===== src/rtl/uart_irq_service.sv =====
// Interrupt servicing engine for the UART controller: turns irq/interrupt_type into a single
// register-bus access and moves bytes to and from the host valid/ready streams.
module uart_irq_service #(
    parameter logic [2:0]  RBR_ADDR = 3'd0,
    parameter logic [2:0]  LSR_ADDR = 3'd5,
    parameter int unsigned HOLDOFF  = 2,
    parameter int unsigned TIMEOUT  = 16
) (
    input  logic       clk,
    input  logic       rst,
    input  logic       irq,
    input  logic [2:0] interrupt_type,
    output logic       bus_req,
    output logic       bus_we,
    output logic [2:0] bus_addr,
    output logic [7:0] bus_wdata,
    input  logic       bus_ack,
    input  logic [7:0] bus_rdata,
    output logic [7:0] rx_data,
    output logic       rx_valid,
    input  logic       rx_ready,
    input  logic [7:0] tx_data,
    input  logic       tx_valid,
    output logic       tx_ready,
    output logic [7:0] err_status,
    output logic       err_valid,
    output logic       bus_timeout,
    output logic       busy
);

    localparam int unsigned CNT_MAX = (TIMEOUT > HOLDOFF) ? TIMEOUT : HOLDOFF;
    localparam int unsigned CNT_W   = $clog2(CNT_MAX + 1);

    typedef enum logic [1:0] {IDLE, ISSUE, OUT, HOLD} state_t;
    typedef enum logic [1:0] {OP_ERR, OP_RX, OP_TX} op_t;

    state_t           state_q, state_d;
    op_t              op_q, op_d;
    logic [CNT_W-1:0] cnt_q, cnt_d;
    logic             req_q, req_d;
    logic             we_q, we_d;
    logic [2:0]       addr_q, addr_d;
    logic [7:0]       wdata_q, wdata_d;
    logic [7:0]       rx_data_q, rx_data_d;
    logic             rx_valid_q, rx_valid_d;
    logic [7:0]       err_status_q, err_status_d;
    logic             err_valid_q, err_valid_d;
    logic             timeout_q, timeout_d;
    logic             tx_take;

    // State and output registers
    always_ff @(posedge clk) begin
        if (rst) begin
            state_q      <= IDLE;
            op_q         <= OP_ERR;
            cnt_q        <= '0;
            req_q        <= 1'b0;
            we_q         <= 1'b0;
            addr_q       <= 3'd0;
            wdata_q      <= 8'd0;
            rx_data_q    <= 8'd0;
            rx_valid_q   <= 1'b0;
            err_status_q <= 8'd0;
            err_valid_q  <= 1'b0;
            timeout_q    <= 1'b0;
        end else begin
            state_q      <= state_d;
            op_q         <= op_d;
            cnt_q        <= cnt_d;
            req_q        <= req_d;
            we_q         <= we_d;
            addr_q       <= addr_d;
            wdata_q      <= wdata_d;
            rx_data_q    <= rx_data_d;
            rx_valid_q   <= rx_valid_d;
            err_status_q <= err_status_d;
            err_valid_q  <= err_valid_d;
            timeout_q    <= timeout_d;
        end
    end

    // Next-state and next-output logic
    always_comb begin
        state_d      = state_q;
        op_d         = op_q;
        cnt_d        = cnt_q;
        req_d        = req_q;
        we_d         = we_q;
        addr_d       = addr_q;
        wdata_d      = wdata_q;
        rx_data_d    = rx_data_q;
        rx_valid_d   = rx_valid_q;
        err_status_d = err_status_q;
        err_valid_d  = 1'b0;
        timeout_d    = 1'b0;
        tx_take      = 1'b0;

        case (state_q)
            IDLE: begin
                if (irq) begin
                    case (interrupt_type)
                        3'b001: begin
                            state_d = ISSUE;
                            op_d    = OP_ERR;
                            req_d   = 1'b1;
                            we_d    = 1'b0;
                            addr_d  = LSR_ADDR;
                            cnt_d   = '0;
                        end
                        3'b010: begin
                            state_d = ISSUE;
                            op_d    = OP_RX;
                            req_d   = 1'b1;
                            we_d    = 1'b0;
                            addr_d  = RBR_ADDR;
                            cnt_d   = '0;
                        end
                        3'b011: begin
                            // Without a byte to send, keep re-evaluating the interrupt
                            if (tx_valid) begin
                                tx_take = 1'b1;
                                state_d = ISSUE;
                                op_d    = OP_TX;
                                req_d   = 1'b1;
                                we_d    = 1'b1;
                                addr_d  = RBR_ADDR;
                                wdata_d = tx_data;
                                cnt_d   = '0;
                            end
                        end
                        default: ;
                    endcase
                end
            end
            ISSUE: begin
                // Ack takes precedence over an expiring timeout in the same cycle
                if (bus_ack) begin
                    req_d = 1'b0;
                    cnt_d = '0;
                    case (op_q)
                        OP_RX: begin
                            rx_data_d  = bus_rdata;
                            rx_valid_d = 1'b1;
                            state_d    = OUT;
                        end
                        OP_ERR: begin
                            err_status_d = bus_rdata;
                            err_valid_d  = 1'b1;
                            state_d      = HOLD;
                        end
                        default: state_d = HOLD;
                    endcase
                end else if (cnt_q == CNT_W'(TIMEOUT - 1)) begin
                    req_d     = 1'b0;
                    timeout_d = 1'b1;
                    cnt_d     = '0;
                    state_d   = HOLD;
                end else begin
                    cnt_d = cnt_q + CNT_W'(1);
                end
            end
            OUT: begin
                if (rx_ready) begin
                    rx_valid_d = 1'b0;
                    cnt_d      = '0;
                    state_d    = HOLD;
                end
            end
            HOLD: begin
                if (cnt_q == CNT_W'(HOLDOFF - 1)) begin
                    cnt_d   = '0;
                    state_d = IDLE;
                end else begin
                    cnt_d = cnt_q + CNT_W'(1);
                end
            end
            default: state_d = IDLE;
        endcase
    end

    assign bus_req     = req_q;
    assign bus_we      = we_q;
    assign bus_addr    = addr_q;
    assign bus_wdata   = wdata_q;
    assign rx_data     = rx_data_q;
    assign rx_valid    = rx_valid_q;
    assign tx_ready    = tx_take;
    assign err_status  = err_status_q;
    assign err_valid   = err_valid_q;
    assign bus_timeout = timeout_q;
    assign busy        = (state_q != IDLE);

endmodule


===== config.mk =====
export PLATFORM = sky130hd
export DESIGN_NAME = uart_irq_service
export DESIGN_NICKNAME = d
export VERILOG_FILES = /design/src/rtl/uart_irq_service.sv
export SDC_FILE = /design/constraint.sdc
export NUM_CORES = 1
export LEC_CHECK = 0
export ABC_CLOCK_PERIOD_IN_PS = 3900
export CAP_MARGIN = 40
export CORE_UTILIZATION = 25
export CTS_CLUSTER_SIZE = 25
export DETAILED_ROUTE_END_ITERATION = 16
export HOLD_SLACK_MARGIN = 0.06
export PLACE_DENSITY = 0.6
export SLEW_MARGIN = 0
export SYNTH_ARGS = -nofsm -noshare
export SYNTH_HDL_FRONTEND = slang
export SYNTH_SLANG_ARGS = --single-unit

===== constraint.sdc =====
create_clock -name clk -period 3.9 [get_ports clk]
set_input_delay 0.78 -clock clk [delete_from_list [all_inputs] [get_ports clk]]
set_output_delay 0.78 -clock clk [all_outputs]
set_load 0.1 [all_outputs]

==> flow_metrics.py <==
metrics = {
    "clock_network": {
        "htree_num_levels": 2,
        "post_cts_resized": 0,
        "hold_buffers": 0,
        "clk_pin_slew_ps": 70,
        "cts_tree": "built",
        "clock_latency_ps": 290,
        "cts_sinks": 38,
        "clockBufferDepth": 2,
        "cts-root-buf": "clkbuf_8",
        "cts_setup_buffers": 0,
        "numCtsBuffers": 5,
    },
    "yosys": {
        "syn-instance-count": 200,
        "yosysSeqAreaShare_pct": 43.52,
        "synth_warnings": 0,
        "synth_edf_count": 0,
        "postSynth.asyncResetShare_pct": 0,
        "synth_nets": 234,
        "ys_types": 40,
        "syn_area_um2": 1748,
        "synth_seq_cells": 38,
        "syn_avg_cell_area_um2": 8.740,
        "synthFlopType": "dfxtp_1",
    },
    "worst_setup_path": {
        "r2r_start": "cnt_q[0]",
        "cp-start-kind": "input pin",
        "reg2reg_to": "state_q[0]",
        "reg2reg_slack_ps": 1920,
        "end_kind": "primary output",
        "path_max_fanout": 9,
        "crit_buf_inv": 3,
        "path_class": "input pin to primary output",
        "critPathMaxStageDelay_ps": 440,
        "crit_family": "buffers and inverters",
        "cp_cell_sequence": "clkdlybuf4s50_1, nand4b_1, nor2_2, buf_4, buf_12",
        "worstRegToRegCells": 7,
        "cp_slowest_cell": "clkdlybuf4s50_1",
        "cp.required_ps": 3120,
        "cp.arrival_ps": 1970,
    },
    "job": {
        "cap_violations": 0,
    },
    "power": {
        "p_total_w": 0.001408,
        "power.leakage_nw": 1.115,
        "power_density_nw_per_um2": 465.4,
        "peakVddDrop_mv": 0.3628,
    },
    "detailed_routing": {
        "firstDrtPassIters": 4,
        "drc_errors": 0,
        "vias_per_cell": 4.543,
        "drtIter0Drc": 83,
        "via_count": 1681,
        "antenna_left": 0,
        "wl_per_cell_um": 12.27,
        "wl_mm": 4.539,
    },
    "placement": {
        "hpwl_mm": 3.301,
        "gp_congestion": 0.7705,
        "port-buffer-count": 57,
    },
    "die": {
        "die_x_um": 85.62,
        "die_area_um2": 7330,
        "row_count": 30,
        "chipHeight_um": 85.62,
        "start_util_pct": 25.87,
        "num_io_pins": 59,
        "core_area_um2": 6756,
    },
    "timing": {
        "fmax_ghz": 0.3634,
        "final-setup-viol-count": 0,
        "hold_viol": 0,
        "finalClockSkew_ps": 8.814,
        "relSlewSlack_pct": 56.30,
        "finalCritPeriodShare_pct": 70.56,
        "rsz0062_at_grt": "false",
        "worst_slew_pin_slew_ps": 651.6,
        "slew_viol_final": 0,
        "min_period_ps": 2752,
        "finalSetupTns_ps": 0,
    },
    "grt": {
        "track_usage_pct": 13.42,
        "grt_pass1_vias": 1706,
        "grt_max_degree": 39,
        "overflow": 0,
        "antenna_found_initial": 0,
        "grt_pass1_wl_mm": 7.866,
    },
    "finish": {
        "drive_above_1_share_pct": 18.28,
        "areaGrowthSynthToFinish_pct": 73.01,
        "num_antenna_cells": 0,
        "layout.nets": 323,
        "fillers": 656,
    },
    "hold_path": {
        "min_path_type": "register to register",
        "worstHoldStart": "err_status[7]",
        "holdPathStages": 2,
        "holdPathEnd": "err_status[7]",
    },
    "status": {
        "status": "completed",
    },
}
## worst register-to-register path: stages (launching register included)
cell	delay (ps)
dfxtp_1	410
ha_1	220
nand3_1	120
inv_1	80
ha_1	220
o22ai_4	140
or4_4	500
a221oi_2	210
## cells by family (layout without fill, tap and decap cells)
| family | after synthesis | after routing | share of synthesized area, % |
|---|---|---|---|
| muxes | 10 | 10 | 5.727 |
| adders and majority gates | 9 | 9 | 6.442 |
| AOI/OAI and AO/OA | 44 | 44 | 16.18 |
| buffers and inverters | 18 | 108 | 4.294 |
| other | 1 | 1 | 0.2145 |
| DFF | 38 | 38 | 43.52 |
| and+or+nand+nor | 80 | 80 | 23.62 |
## synthesized netlist by cell type (2+ instances only)
library cell   n  share of area (%)
dfxtp_1       38                 44
nand2_1       33                7.1
a21oi_1       23                6.6
nor2_1        15                3.2
mux2i_1       10                5.7
ha_1           9                6.4
inv_1          9                1.9
clkbuf_1       6                1.3
nand2b_1       5                1.8
nand3_1        5                1.4
o21ai_0        5                1.4
nor3_1         4                1.1
nand4b_1       3                1.5
o21ai_1        3               0.86
a31oi_1        2               0.72
and3_1         2               0.72
buf_4          2               0.86
nand3b_1       2               0.86
nand4_1        2               0.72
nor3b_1        2               0.86
## metal layers
metal	vias up	GRT usage, %	wire length (um)
li1	865	-	-
met1	772	16.95	2140
met2	42	22.91	2184
met3	2	3.465	191
met4	0	3.182	22
met5	-	0	0
## flip-flops by register name (all words and copies together) (netlist names)
| name | cells |
|---|---|
| bus_wdata | 8 |
| err_status | 8 |
| rx_data | 8 |
| cnt_q | 5 |
| state_q | 2 |
| bus_addr | 1 |
| bus_req | 1 |
| bus_timeout | 1 |
| bus_we | 1 |
| err_valid | 1 |
| op_q | 1 |
| rx_valid | 1 |
## power breakdown
part / total (W) / switching [W] / internal [W]
sequential: 0.000441 / 0.0000244 / 0.000417
clock: 0.000413 / 0.000140 / 0.000273
combinational: 0.000553 / 0.000354 / 0.000199
total: 0.00141 / 0.000518 / 0.000889
## placed cells by master, fill, tap and decap left out, drive strengths merged, types with 2 or more instances in the layout
| cell | n |
|---|---|
| clkdlybuf4s50 | 55 |
| dfxtp | 38 |
| buf | 35 |
| nand2 | 33 |
| a21oi | 23 |
| nor2 | 16 |
| mux2i | 10 |
| inv | 10 |
| ha | 9 |
| o21ai | 8 |
| clkbuf | 6 |
| nand3 | 5 |
| nand2b | 5 |
| nor3 | 4 |
| nand4b | 3 |
| nand3b | 2 |
| and3 | 2 |
| nor3b | 2 |
| nand4 | 2 |
| a31oi | 2 |
| bufinv | 2 |
| o31ai | 2 |
## worst max-delay path by stage
stage | from | endpoint | slack, ps | cells past startpoint
2_1_floorplan | interrupt_type[2] | tx_ready | 1060 | 2
3_3_place_gp | tx_valid | tx_ready | 1160 | 5
3_5_place_dp | interrupt_type[2] | tx_ready | 1150 | 5
4_1_cts | interrupt_type[2] | tx_ready | 1140 | 5
5_1_grt | tx_valid | tx_ready | 1070 | 5
6_report | interrupt_type[2] | tx_ready | 1150 | 5
## layout make-up
type                            instances  area (um2)  share of cell area, %
Tap cell                               80       100.1                  3.310
Sequential cell                        38       760.7                  25.16
Timing Repair Buffer                   90        1071                  35.42
Clock buffer                            6       82.58                  2.731
Multi-Input combinational cell        144       912.1                  30.16
Inverter                               10       37.54                  1.241
Clock inverter                          2       60.06                  1.986
## through the flow
stage          setup WS (ps)  utilization [%]  instances  hold slack, ps  cell area [um2]
2_1_floorplan           1061                -        200           484.0             1748
3_3_place_gp            1156            35.57        331           442.5             2404
3_5_place_dp            1147            42.65        362           445.7             2882
4_1_cts                 1142            44.76        370           456.2             3024
5_1_grt                 1065            44.76        370           491.1             3024
6_report                1148            44.76        370           453.7             3024
Note: power is estimated with default switching activity, not from simulation.
